===== config.mk =====
export PLATFORM = sky130hd
export DESIGN_NAME = reg_file_responder_flat
export DESIGN_NICKNAME = d
export VERILOG_FILES = /design/src/rtl/reg_file_responder_if.sv /design/src/rtl/reg_file_responder.sv /design/src/flat_wrapper.sv
export SDC_FILE = /design/constraint.sdc
export NUM_CORES = 2
export LEC_CHECK = 0
export CAP_MARGIN = 20
export CORE_MARGIN = 2
export CORE_UTILIZATION = 52
export DETAILED_ROUTE_END_ITERATION = 8
export GPL_TIMING_DRIVEN = 0
export PLACE_DENSITY = 0.67
export SLEW_MARGIN = 15
export SYNTH_ARGS = -nofsm -noshare
export SYNTH_HDL_FRONTEND = slang
export SYNTH_SLANG_ARGS = --single-unit

===== constraint.sdc =====
create_clock -name clk -period 2.6 [get_ports clk]
set_input_delay 0.39 -clock clk [delete_from_list [all_inputs] [get_ports clk]]
set_output_delay 0.39 -clock clk [all_outputs]
set_load 0.02 [all_outputs]

===== src/rtl/reg_file_responder_if.sv =====
// rtl/reg_file_responder_if.sv - operand request, reservation and write-back bus
interface reg_file_responder_if #(
    parameter int XLEN = 32,
    parameter int AW   = 5
);
    logic            rs1_read;
    logic [AW-1:0]   rs1_addr;
    logic            rs1_valid;
    logic [XLEN-1:0] rs1_value;
    logic            rs2_read;
    logic [AW-1:0]   rs2_addr;
    logic            rs2_valid;
    logic [XLEN-1:0] rs2_value;
    logic            rd_reserve;
    logic [AW-1:0]   rd_reserve_addr;
    logic            wb_en;
    logic [AW-1:0]   wb_addr;
    logic [XLEN-1:0] wb_data;

    modport master (
        output rs1_read, rs1_addr, rs2_read, rs2_addr,
        output rd_reserve, rd_reserve_addr, wb_en, wb_addr, wb_data,
        input  rs1_valid, rs1_value, rs2_valid, rs2_value
    );

    modport slave (
        input  rs1_read, rs1_addr, rs2_read, rs2_addr,
        input  rd_reserve, rd_reserve_addr, wb_en, wb_addr, wb_data,
        output rs1_valid, rs1_value, rs2_valid, rs2_value
    );
endinterface


===== src/rtl/reg_file_responder.sv =====
// rtl/reg_file_responder.sv - register file with pending scoreboard and stalling operand responder
module reg_file_responder #(
    parameter int XLEN  = 32,
    parameter int NREGS = 32,
    parameter int AW    = 5
) (
    input  logic                 clk,
    input  logic                 rst_n,
    reg_file_responder_if.slave  bus
);
    typedef enum logic {ST_IDLE, ST_WAIT} state_t;

    logic [XLEN-1:0] regs [NREGS];
    logic [NREGS-1:0] pending;

    logic            rd_req      [2];
    logic [AW-1:0]   rd_addr     [2];
    state_t          state_q     [2];
    state_t          state_d     [2];
    logic [AW-1:0]   wait_addr_q [2];
    logic [AW-1:0]   wait_addr_d [2];
    logic            valid_q     [2];
    logic            valid_d     [2];
    logic [XLEN-1:0] value_q     [2];
    logic [XLEN-1:0] value_d     [2];

    assign rd_req[0]  = bus.rs1_read;
    assign rd_req[1]  = bus.rs2_read;
    assign rd_addr[0] = bus.rs1_addr;
    assign rd_addr[1] = bus.rs2_addr;

    assign bus.rs1_valid = valid_q[0];
    assign bus.rs1_value = value_q[0];
    assign bus.rs2_valid = valid_q[1];
    assign bus.rs2_value = value_q[1];

    // Reservation is applied after the write so a same-edge reserve leaves the entry pending.
    always_ff @(posedge clk or negedge rst_n) begin
        if (!rst_n) begin
            for (int i = 0; i < NREGS; i++) begin
                regs[i] <= '0;
            end
            pending <= '0;
        end else begin
            if (bus.wb_en && bus.wb_addr != '0) begin
                regs[bus.wb_addr]    <= bus.wb_data;
                pending[bus.wb_addr] <= 1'b0;
            end
            if (bus.rd_reserve && bus.rd_reserve_addr != '0) begin
                pending[bus.rd_reserve_addr] <= 1'b1;
            end
        end
    end

    always_ff @(posedge clk or negedge rst_n) begin
        if (!rst_n) begin
            for (int p = 0; p < 2; p++) begin
                state_q[p]     <= ST_IDLE;
                wait_addr_q[p] <= '0;
                valid_q[p]     <= 1'b0;
                value_q[p]     <= '0;
            end
        end else begin
            for (int p = 0; p < 2; p++) begin
                state_q[p]     <= state_d[p];
                wait_addr_q[p] <= wait_addr_d[p];
                valid_q[p]     <= valid_d[p];
                value_q[p]     <= value_d[p];
            end
        end
    end

    // Both ports share the same rules; a write-back to the requested index is forwarded directly.
    always_comb begin
        for (int p = 0; p < 2; p++) begin
            state_d[p]     = state_q[p];
            wait_addr_d[p] = wait_addr_q[p];
            valid_d[p]     = 1'b0;
            value_d[p]     = value_q[p];
            case (state_q[p])
                ST_IDLE: begin
                    if (rd_req[p]) begin
                        if (rd_addr[p] == '0) begin
                            valid_d[p] = 1'b1;
                            value_d[p] = '0;
                        end else if (bus.wb_en && bus.wb_addr == rd_addr[p]) begin
                            valid_d[p] = 1'b1;
                            value_d[p] = bus.wb_data;
                        end else if (!pending[rd_addr[p]]) begin
                            valid_d[p] = 1'b1;
                            value_d[p] = regs[rd_addr[p]];
                        end else begin
                            state_d[p]     = ST_WAIT;
                            wait_addr_d[p] = rd_addr[p];
                        end
                    end
                end
                ST_WAIT: begin
                    if (bus.wb_en && bus.wb_addr == wait_addr_q[p]) begin
                        valid_d[p] = 1'b1;
                        value_d[p] = bus.wb_data;
                        state_d[p] = ST_IDLE;
                    end
                end
                default: state_d[p] = ST_IDLE;
            endcase
        end
    end
endmodule


===== src/flat_wrapper.sv =====
// flat-port wrapper written by rule: the top's interface ports become plain ports
module reg_file_responder_flat 
#(
    parameter int XLEN  = 32,
    parameter int NREGS = 32,
    parameter int AW    = 5
)
  (clk, rst_n, bus_rs1_read, bus_rs1_addr, bus_rs2_read, bus_rs2_addr, bus_rd_reserve, bus_rd_reserve_addr, bus_wb_en, bus_wb_addr, bus_wb_data, bus_rs1_valid, bus_rs1_value, bus_rs2_valid, bus_rs2_value);
  reg_file_responder_if #(.XLEN(XLEN), .AW(AW)) bus_i ();
  input  logic clk;
  input  logic rst_n;
  input wire logic [$bits(bus_i.rs1_read)-1:0] bus_rs1_read;
  input wire logic [$bits(bus_i.rs1_addr)-1:0] bus_rs1_addr;
  input wire logic [$bits(bus_i.rs2_read)-1:0] bus_rs2_read;
  input wire logic [$bits(bus_i.rs2_addr)-1:0] bus_rs2_addr;
  input wire logic [$bits(bus_i.rd_reserve)-1:0] bus_rd_reserve;
  input wire logic [$bits(bus_i.rd_reserve_addr)-1:0] bus_rd_reserve_addr;
  input wire logic [$bits(bus_i.wb_en)-1:0] bus_wb_en;
  input wire logic [$bits(bus_i.wb_addr)-1:0] bus_wb_addr;
  input wire logic [$bits(bus_i.wb_data)-1:0] bus_wb_data;
  output wire logic [$bits(bus_i.rs1_valid)-1:0] bus_rs1_valid;
  output wire logic [$bits(bus_i.rs1_value)-1:0] bus_rs1_value;
  output wire logic [$bits(bus_i.rs2_valid)-1:0] bus_rs2_valid;
  output wire logic [$bits(bus_i.rs2_value)-1:0] bus_rs2_value;
  assign bus_i.rs1_read = bus_rs1_read;
  assign bus_i.rs1_addr = bus_rs1_addr;
  assign bus_i.rs2_read = bus_rs2_read;
  assign bus_i.rs2_addr = bus_rs2_addr;
  assign bus_i.rd_reserve = bus_rd_reserve;
  assign bus_i.rd_reserve_addr = bus_rd_reserve_addr;
  assign bus_i.wb_en = bus_wb_en;
  assign bus_i.wb_addr = bus_wb_addr;
  assign bus_i.wb_data = bus_wb_data;
  assign bus_rs1_valid = bus_i.rs1_valid;
  assign bus_rs1_value = bus_i.rs1_value;
  assign bus_rs2_valid = bus_i.rs2_valid;
  assign bus_rs2_value = bus_i.rs2_value;
  reg_file_responder #(.XLEN(XLEN), .NREGS(NREGS), .AW(AW)) u_core (.clk(clk), .rst_n(rst_n), .bus(bus_i));
endmodule

==> results_dict.tcl <==
set metrics [dict create \
    status "finished with violations" \
    violations "negative setup slack" \
    async_reset_ff_share_pct 100.0 \
    maxCapViolCount 0 \
    clk_path_buf_depth 3 \
    cts.sinks 1134 \
    fin_worst_skew_ns 0.04097 \
    hold_path.class "in2async" \
    arrival_ns 3.48 \
    placed_area_sq_um 63840 \
    yosysSeqAreaShare_pct 47.34 \
    drtIter0Drc 7438 \
    slew_headroom_pct 11.42 \
    setup_viol 183 \
    ir_drop_uv 694.2 \
    grt_antenna_before_repair 19 \
    ys_ff_latch 1134 \
    start_util_pct 52.42 \
    critPathLaunchType "primary input" \
    grt-ovfl-total 0 \
    critPathKind "in2reg" \
    yosys_warnings 0 \
    grt.total_usage_pct 45.27 \
    p_total_mw 59.24 \
    final_net_count 4542 \
    wl_per_cell_um 43.77 \
    rsz0062_at_grt "yes" \
    fin_ws_ns -0.2100 \
    place.detailed.hpwl_mm 174.7 \
    instances_no_fill 6107 \
    tritoncts "done" \
    synthDistinctLibCells 59 \
    drive_gt1_share_pct 46.13 \
    fmax_mhz 355.9 \
    min_period_over_period_pct 108.1 \
    critPathCaptureType "flip-flop" \
    synth_nets 4228 \
    syn_area_per_cell_sq_um 14.37 \
    ctsRootBufferMaster "clkbuf_16" \
    clkLatencyLatePin_ns 0.81 \
    drv_slew 0 \
    fp-row-count 124 \
    synth_area_sq_um 59940 \
    cts_made_buffers 132 \
    synthFlopType "dfrtp_1" \
    synthCells 4170 \
    viasPerCell 7.567 \
    finalInstanceArea_sq_um 69680 \
    grt_max_degree 154 \
    vias 46211 \
    fp.dieH_um 343.5 \
    grt_first_pass_wirelength_mm 360.9 \
    syn_to_final_growth_pct 16.26 \
    dpl.cell_count 5846 \
    min_period_ns 2.810 \
    routed_wl_mm 267.3 \
    die_area_sq_um 118000 \
    grt_pass1_vias 44166 \
    synth_area_leader_cell "dfrtp_1" \
    worstPathMaxFanout 10 \
    synth-edff-count 0 \
    worstPathRequired_ns 3.27 \
    io_buffers 116 \
    dr.pass1.iters 8 \
    hold_viol 0 \
    drc 0 \
    h-tree-depth 4 \
    yosys-top-cells-area "dfrtp_1 (47%), mux2_2 (20%), mux4_2 (16%)" \
    die_width_um 343.5 \
    boundaryPins 124 \
    yosys.area.top_type_share_pct 47.34 \
    finish.utilization_pct 60.94 \
    worst_pin_slew_ns 1.324 \
    ant_nets 0 \
    clk_pin_slew_worst_paths_ns 0.06 \
    total_leakage_power_nw 30.50 \
    power.density_nw_per_um2 850.1 \
    coreArea_sq_um 114300 \
    gp_congestion 1.006 \
    fillers 8827 \
]
==> kinds of logic after synthesis <==
family                    synth area share, %
and+or+nand+nor                         2.421
AOI/OAI and AO/OA                       5.342
xor gates and xnor gates               0.2922
DFF                                     47.34
buffers and inverters                   3.797
muxes                                   40.80
==> worst max-delay path, cell delays in order <==
cell	delay (ns)
clkdlybuf4s50_1	0.60
clkbuf_4	0.31
nor2b_1	0.32
nand2_1	0.21
nor2_2	0.65
buf_2	0.59
mux2_2	0.40
==> cells in the mapped netlist, types with 21 or more instances <==
library cell and count:
dfrtp_1 1134, mux2_2 1058, mux4_2 414, mux2i_1 316, clkbuf_1 213, a22oi_1 137, buf_2 129, o22ai_1 89
nand2_1 76, a21oi_1 61, nand3_1 57, buf_1 54, buf_4 42, inv_1 33, o21ai_0 33, nor2_1 31
nor3_1 26, a211oi_1 22, a32o_1 22, a22o_1 21
==> per-layer routing <==
layer  global-route usage, %  vias up  part of all wire [%]
met5                   3.726        -                  0.32
met4                   32.61       39                   9.1
met3                   24.83     1335                    17
met2                   60.14     4303                    40
met1                   55.01    23852                    34
li1                        -    16682                     -
==> sequential cells by signal, summed over array words and instances (netlist names) <==
signal	count
u_core.bus.rs1_valid	1
u_core.pending	32
u_core.wait_addr_q	10
u_core.regs	1024
u_core.bus.rs2_value	32
u_core.bus.rs1_value	32
u_core.state_q	2
u_core.bus.rs2_valid	1
==> final cells by class <==
type / count / area (sq um) / share of cell area [%]
Multi-Input combinational cell: 2547 / 29630 / 42.52
Sequential cell: 1134 / 28380 / 40.72
Clock buffer: 194 / 3973 / 5.701
Buffer: 447 / 3014 / 4.325
Timing Repair Buffer: 188 / 2181 / 3.130
Tap cell: 1512 / 1892 / 2.715
Clock inverter: 39 / 457.9 / 0.6572
Inverter: 34 / 131.4 / 0.1885
Antenna cell: 12 / 30.03 / 0.04309
==> cell usage in the layout (no fill, tap or decap), types with 33 or more instances in the layout <==
| master | netlist | layout |
|---|---|---|
| clkbuf_1 | 213 | 167 |
| buf_4 | 42 | 71 |
| nand3_1 | 57 | 55 |
| o22ai_1 | 89 | 87 |
| buf_6 | 16 | 60 |
| nand2_1 | 76 | 62 |
| clkdlybuf4s50_1 | 0 | 111 |
| mux2_2 | 1058 | 1057 |
| dfrtp_1 | 1134 | 1134 |
| mux4_2 | 414 | 414 |
| clkbuf_16 | 0 | 139 |
| o21ai_0 | 33 | 33 |
| a21oi_1 | 61 | 59 |
| buf_2 | 129 | 91 |
| a22oi_1 | 137 | 137 |
| clkbuf_4 | 0 | 34 |
| mux2i_1 | 316 | 312 |
| clkbuf_8 | 0 | 44 |
==> final timing paths <==
kind                                               startpoint                                   end  slack (ns)  depth (start not counted)
max in group asynchronous                               rst_n          u_core.regs[757]$_DFFE_PN0P_        0.42                          5
min in group clk                               bus_wb_addr[2]           u_core.state_q[1]$_DFF_PN0_        0.30                          5
worst max register to register    u_core.state_q[0]$_DFF_PN0_  u_core.bus.rs2_value[16]$_DFFE_PN0P_        0.01                          7
worst min register to register  u_core.regs[1012]$_DFFE_PN0P_         u_core.regs[1012]$_DFFE_PN0P_        0.48                          1
worst min-delay path                                    rst_n        u_core.bus.rs1_valid$_DFF_PN0_        0.19                          2
worst max-delay path                           bus_wb_addr[4]          u_core.regs[298]$_DFFE_PN0P_       -0.21                          7
==> stage by stage <==
step                      hold slack (ns)  setup TNS, ns  worst slack (ns)
after detailed placement           0.3845        -905.50            -2.452
after global routing               0.2846         -3.491           -0.1094
final                              0.1925         -10.38           -0.2100
after CTS                          0.2426       -0.04220         -0.007354
after floorplan                   0.09441              0            0.1849
after global placement             0.4537              -            -51.47
==> report_power, final <==
part           switching, mW  internal, mW  leakage [nW]
clock                   8.05          11.3          2.18
combinational           7.83          7.77          13.9
sequential              2.88          21.4          14.4
total                   18.8          40.5          30.5
==> what timing repair did <==
| action | 4_1_cts | 5_1_grt |
|---|---|---|
| gates cloned | 0 | 2 |
| pin swaps | 10 | 4 |
| resized for setup | 312 | 64 |
| hold buffers | 1 | 0 |
| endpoints found under the setup margin | 554 | 612 |
| endpoints found under the hold margin | 103 | 0 |
| setup buffers | 17 | 4 |
Power figures use the tool's default switching activity.
